## config.mk

```make
export PLATFORM = sky130hd
export DESIGN_NAME = muldiv_seq
export DESIGN_NICKNAME = d
export VERILOG_FILES = /design/src/rtl/muldiv_seq.sv
export SDC_FILE = /design/constraint.sdc
export NUM_CORES = 1
export LEC_CHECK = 0
export ABC_AREA = 1
export BUFFER_PORTS_ARGS = -buffer_cell sky130_fd_sc_hd__buf_2
export CORE_ASPECT_RATIO = 1.5
export CORE_MARGIN = 2
export CORE_UTILIZATION = 60
export DETAILED_ROUTE_END_ITERATION = 6
export GPL_TIMING_DRIVEN = 0
export HOLD_SLACK_MARGIN = 0.12
export PLACE_DENSITY = 0.8
export SETUP_SLACK_MARGIN = 0.05
export SYNTH_ARGS = -nofsm -noshare
export SYNTH_HDL_FRONTEND = slang
export SYNTH_SLANG_ARGS = --single-unit
```

## constraint.sdc

```tcl
create_clock -name clk -period 3.65 [get_ports clk]
set_input_delay 0.5475 -clock clk [delete_from_list [all_inputs] [get_ports clk]]
set_output_delay 0.5475 -clock clk [all_outputs]
set_load 0.02 [all_outputs]
```

## src/rtl/muldiv_seq.sv

```systemverilog
// Iterative radix-2 multiply/divide sequencer for the RV32M unsigned ops
// MUL, MULHU, DIVU and REMU. It takes one operation at a time, holds the
// EX stage through stall_o while it iterates, and presents the result for
// one DONE cycle.
module muldiv_seq #(
    parameter int XLEN = 32
) (
    input  logic            clk,
    input  logic            rst_n,
    input  logic            start_i,
    input  logic [1:0]      op_i,
    input  logic [XLEN-1:0] a_i,
    input  logic [XLEN-1:0] b_i,
    input  logic            flush_i,
    output logic            busy_o,
    output logic            stall_o,
    output logic            done_o,
    output logic [XLEN-1:0] result_o
);

    localparam int CNT_W = $clog2(XLEN) + 1;

    localparam logic [1:0] OP_MUL   = 2'b00;
    localparam logic [1:0] OP_MULHU = 2'b01;
    localparam logic [1:0] OP_DIVU  = 2'b10;
    localparam logic [1:0] OP_REMU  = 2'b11;

    typedef enum logic [1:0] {
        ST_IDLE = 2'b00,
        ST_RUN  = 2'b01,
        ST_DONE = 2'b10
    } state_t;

    state_t              state_q, state_d;
    logic [CNT_W-1:0]    cnt_q, cnt_d;
    logic [1:0]          op_q, op_d;
    logic [XLEN-1:0]     b_q, b_d;
    // Product register for multiply; its low half doubles as the quotient
    // shift register during divide.
    logic [2*XLEN-1:0]   acc_q, acc_d;
    logic [XLEN-1:0]     rem_q, rem_d;
    logic [XLEN-1:0]     result_q, result_d;

    logic [XLEN:0]       upper_sum;
    logic [2*XLEN-1:0]   prod_next;
    logic [XLEN:0]       rem_shift;
    logic                rem_ge;
    logic [XLEN-1:0]     rem_next;
    logic [XLEN-1:0]     quo_next;

    // One iteration step of both datapaths, computed from the current registers.
    always_comb begin
        upper_sum = {1'b0, acc_q[2*XLEN-1:XLEN]} + {1'b0, (acc_q[0] ? b_q : {XLEN{1'b0}})};
        prod_next = {upper_sum, acc_q[XLEN-1:1]};
        rem_shift = {rem_q, acc_q[XLEN-1]};
        rem_ge    = (rem_shift >= {1'b0, b_q});
        rem_next  = rem_ge ? (rem_shift[XLEN-1:0] - b_q) : rem_shift[XLEN-1:0];
        quo_next  = {acc_q[XLEN-2:0], rem_ge};
    end

    // Next-state and datapath control for the IDLE/RUN/DONE sequencer.
    always_comb begin
        state_d  = state_q;
        cnt_d    = cnt_q;
        op_d     = op_q;
        b_d      = b_q;
        acc_d    = acc_q;
        rem_d    = rem_q;
        result_d = result_q;
        case (state_q)
            ST_IDLE: begin
                if (start_i && !flush_i) begin
                    op_d = op_i;
                    b_d  = b_i;
                    if (op_i[1] && (b_i == {XLEN{1'b0}})) begin
                        // Divide by zero returns the architecturally defined
                        // values without iterating.
                        state_d  = ST_DONE;
                        result_d = (op_i == OP_REMU) ? a_i : {XLEN{1'b1}};
                    end else begin
                        state_d = ST_RUN;
                        cnt_d   = CNT_W'(XLEN);
                        acc_d   = {{XLEN{1'b0}}, a_i};
                        rem_d   = {XLEN{1'b0}};
                    end
                end
            end
            ST_RUN: begin
                if (flush_i) begin
                    state_d = ST_IDLE;
                end else begin
                    cnt_d = cnt_q - CNT_W'(1);
                    if (op_q[1]) begin
                        acc_d = {acc_q[2*XLEN-1:XLEN], quo_next};
                        rem_d = rem_next;
                    end else begin
                        acc_d = prod_next;
                    end
                    if (cnt_q == CNT_W'(1)) begin
                        state_d = ST_DONE;
                        case (op_q)
                            OP_MUL:   result_d = prod_next[XLEN-1:0];
                            OP_MULHU: result_d = prod_next[2*XLEN-1:XLEN];
                            OP_DIVU:  result_d = quo_next;
                            default:  result_d = rem_next;
                        endcase
                    end
                end
            end
            ST_DONE: begin
                state_d = ST_IDLE;
            end
            default: begin
                state_d = ST_IDLE;
            end
        endcase
    end

    // State and datapath registers, cleared asynchronously.
    always_ff @(posedge clk or negedge rst_n) begin
        if (!rst_n) begin
            state_q  <= ST_IDLE;
            cnt_q    <= '0;
            op_q     <= '0;
            b_q      <= '0;
            acc_q    <= '0;
            rem_q    <= '0;
            result_q <= '0;
        end else begin
            state_q  <= state_d;
            cnt_q    <= cnt_d;
            op_q     <= op_d;
            b_q      <= b_d;
            acc_q    <= acc_d;
            rem_q    <= rem_d;
            result_q <= result_d;
        end
    end

    // The stall must cover the accepting IDLE cycle, so it looks at start_i directly.
    always_comb begin
        busy_o   = (state_q == ST_RUN) || (state_q == ST_DONE);
        done_o   = (state_q == ST_DONE);
        stall_o  = ((state_q == ST_IDLE) && start_i && !flush_i) || (state_q == ST_RUN);
        result_o = result_q;
    end

endmodule

```

==> impl_metrics.tcl <==
set metrics [dict create \
    synth_cell_types 45 \
    gr-total-overflow 0 \
    post_cts_buffers 0 \
    wl_per_cell_um 19.42 \
    crit_end "result_o[28]$_DFFE_PN0P_" \
    setup_violations 0 \
    area_growth_pct 11.26 \
    grt_pass1_vias 14890 \
    detail-route-antenna-nets 0 \
    maxCapViolations 0 \
    avgViaCountPerCell 5.793 \
    cts.clk_slew.worst_paths_ns 0.07 \
    syn_area_mm2 0.01380 \
    yosysWarningCount 0 \
    grt_max_degree 103 \
    synthesis.nets 2314 \
    antenna_found_initial 0 \
    finalHoldViolCount 0 \
    drc 0 \
    clkLatencyLatePin_ns 0.45 \
    h-tree-depth 4 \
    fin_nets 2439 \
    synthFlopType "dfrtp_1" \
    power.density_mw_per_mm2 794.5 \
    root_buffer "clkbuf_16" \
    gr-usage-met1_pct 45.06 \
    initial_core_util_pct 60.52 \
    ys_async_sr_fraction_pct 100.0 \
    period_share_pct 93.78 \
    rows 68 \
    drv_slew 0 \
    synth_edf_count 0 \
    ir_worst_vdd_mv 0.4191 \
    gp_congestion 1.044 \
    fin_worst_skew_ns 0.01400 \
    r2r-end "result_o[28]$_DFFE_PN0P_" \
    reg2reg_depth 16 \
    tightest_slew_ns 1.010 \
    startpoint_type "register" \
    fin_crit_ns 3.423 \
    grtUsageMet2_pct 73.80 \
    path_class "reg -> reg" \
    wl_mm 50.32 \
    endpoint_kind "register" \
    slew-limit-headroom_pct 32.02 \
    antenna_cells 0 \
    whs_ns 0.3760 \
    grt_use_total_pct 41.99 \
    startpoint "acc_q[0]$_DFFE_PN0P_" \
    place_hpwl_mm 41.11 \
    required_ns 4.03 \
    nFillCells 2155 \
    met3_usage_pct 6.552 \
    ios 105 \
    fin_util_pct 67.33 \
    drive_above_1_share_pct 8.914 \
    grt-busiest-layer "met2" \
    crit_path_max_fanout 10 \
    yosysSeqAreaShare_pct 30.83 \
    dr_total_vias 15010 \
    drt_iter0_drc 1409 \
    rsz0062_at_grt "no" \
    hp-class "in -> reg" \
    cts_buffers 17 \
    reg2reg_from "acc_q[0]$_DFFE_PN0P_" \
    cts.sinks 170 \
    rrSetupSlack_ns 0.23 \
    max_freq_mhz 292.1 \
    cp_data_arrival_time_ns 3.80 \
    clockBufferDepth 2 \
    drt_pass1_iterations 5 \
    p_leak_uw 0.008769 \
    cts_tree "done" \
    outcome "finished clean" \
    portBuffers 104 \
    syn_inst 2173 \
    die_w_um 127.8 \
    die_h_um 189.7 \
    dieArea_mm2 0.02425 \
    core_mm2 0.02280 \
    grt_pass1_wl_mm 77.26 \
    ys_seq_elements 170 \
    avgSynthCellArea_um2 6.350 \
]
## registers in the layout, indices dropped and copies added, names as in the netlist
name	count
acc_q	64
b_q	32
rem_q	32
result_o	32
cnt_q	6
op_q	2
state_q	2
## metrics by stage
| step | std cells | setup TNS (ns) | instance area, µm² | power [µW] | setup WS (ns) |
|---|---|---|---|---|---|
| global placement | 2557 | -105.71 | 14670 | 9774 | -0.6488 |
| CTS | 2591 | 0 | 15350 | 11950 | 0.2657 |
| global route | 2591 | 0 | 15350 | 12990 | 0.07638 |
| floorplan | 2173 | 0 | 13800 | 7701 | 1.210 |
| detailed placement | 2558 | 0 | 14710 | 9934 | 0.2918 |
| finish | 2591 | 0 | 15350 | 12200 | 0.2271 |
## timing repair
item,CTS,global route
hold endpoints to repair,68,0
setup endpoints to repair,0,13
gates resized for setup,0,6
hold buffers,1,0
## worst max-delay path: stages (launching register included)
cell	delay (ns)
dfrtp_1	0.34
clkbuf_1	0.46
clkbuf_2	0.32
nand2_1	0.16
inv_1	0.09
ha_1	0.20
nand2_1	0.13
nor2_1	0.27
and2_1	0.18
nand2_1	0.05
nand2_1	0.29
nand2_1	0.16
nand3_1	0.14
nand3_1	0.14
a21oi_1	0.23
nand2_1	0.07
a21oi_1	0.13
## synth_stat cells (all sizes together), types with 7 or more instances
cell | number | share of area, %
buf | 31 | 1.4
nand2 | 707 | 19
a22o | 31 | 2.0
a21oi | 186 | 6.8
nand3b | 7 | 0.38
o221ai | 28 | 1.8
nand3 | 157 | 6.2
ha | 69 | 6.3
nand4 | 10 | 0.45
dfrtp | 170 | 31
o21bai | 7 | 0.38
inv | 316 | 8.6
clkbuf | 47 | 1.3
xor2 | 28 | 1.8
nor3 | 9 | 0.33
o21ai | 74 | 2.7
nor2 | 252 | 7.1
## kinds of logic after synthesis
kind of cell | count (synthesis) | share of synthesized area, %
simple gates | 1158 | 34.68
xor+xnor | 31 | 1.968
fa+ha+maj | 71 | 6.546
flops | 170 | 30.83
mux | 1 | 0.08160
compound gates | 344 | 14.53
buf+inv | 398 | 11.36
## worst min path at each step
stage | startpoint | end | slack (ns) | depth (start not counted)
after floorplan | rst_n | acc_q[0]$_DFFE_PN0P_ | 0.25 | 0
after global placement | cnt_q[5]$_DFFE_PN0P_ | cnt_q[5]$_DFFE_PN0P_ | 0.47 | 2
after detailed placement | acc_q[48]$_DFFE_PN0P_ | acc_q[48]$_DFFE_PN0P_ | 0.47 | 2
after CTS | b_i[30] | b_q[30]$_DFFE_PN0P_ | 0.37 | 3
after global routing | b_i[25] | b_q[25]$_DFFE_PN0P_ | 0.39 | 3
final | b_i[7] | b_q[7]$_DFFE_PN0P_ | 0.38 | 3
## area by class of cell
cell class | instances | area (µm²) | share of cell area (%)
multi-input cells | 1605 | 7978 | 51.96
flip-flops and latches | 170 | 4254 | 27.71
inverters | 320 | 1201 | 7.823
repair buffers | 106 | 568.0 | 3.700
clock buffers | 19 | 452.9 | 2.950
plain buffers | 78 | 370.4 | 2.412
well taps | 280 | 350.3 | 2.282
clock inverters | 13 | 178.9 | 1.165
## layout by cell type, fill, tap and decap left out, types with 17 or more instances in the layout
| master | count |
|---|---|
| nand2_1 | 698 |
| inv_1 | 312 |
| nor2_1 | 245 |
| a21oi_1 | 184 |
| dfrtp_1 | 170 |
| nand3_1 | 144 |
| buf_2 | 120 |
| ha_1 | 69 |
| o21ai_0 | 48 |
| clkbuf_1 | 44 |
| a22o_1 | 31 |
| xor2_1 | 28 |
| o221ai_1 | 28 |
| o21ai_1 | 26 |
| clkbuf_16 | 17 |
## metal layers
layer	vias to the layer above	wire [µm]
li1	7167	-
met1	6904	17500
met2	712	25130
met3	226	3372
met4	0	4316
met5	-	0
## power breakdown
part | leakage (µW) | internal, µW | switching [µW]
Combinational | 0.00636 | 2160 | 5010
Sequential | 0.00211 | 2540 | 478
Clock | 0.000307 | 1140 | 876
(Power assumes the default switching activity.)
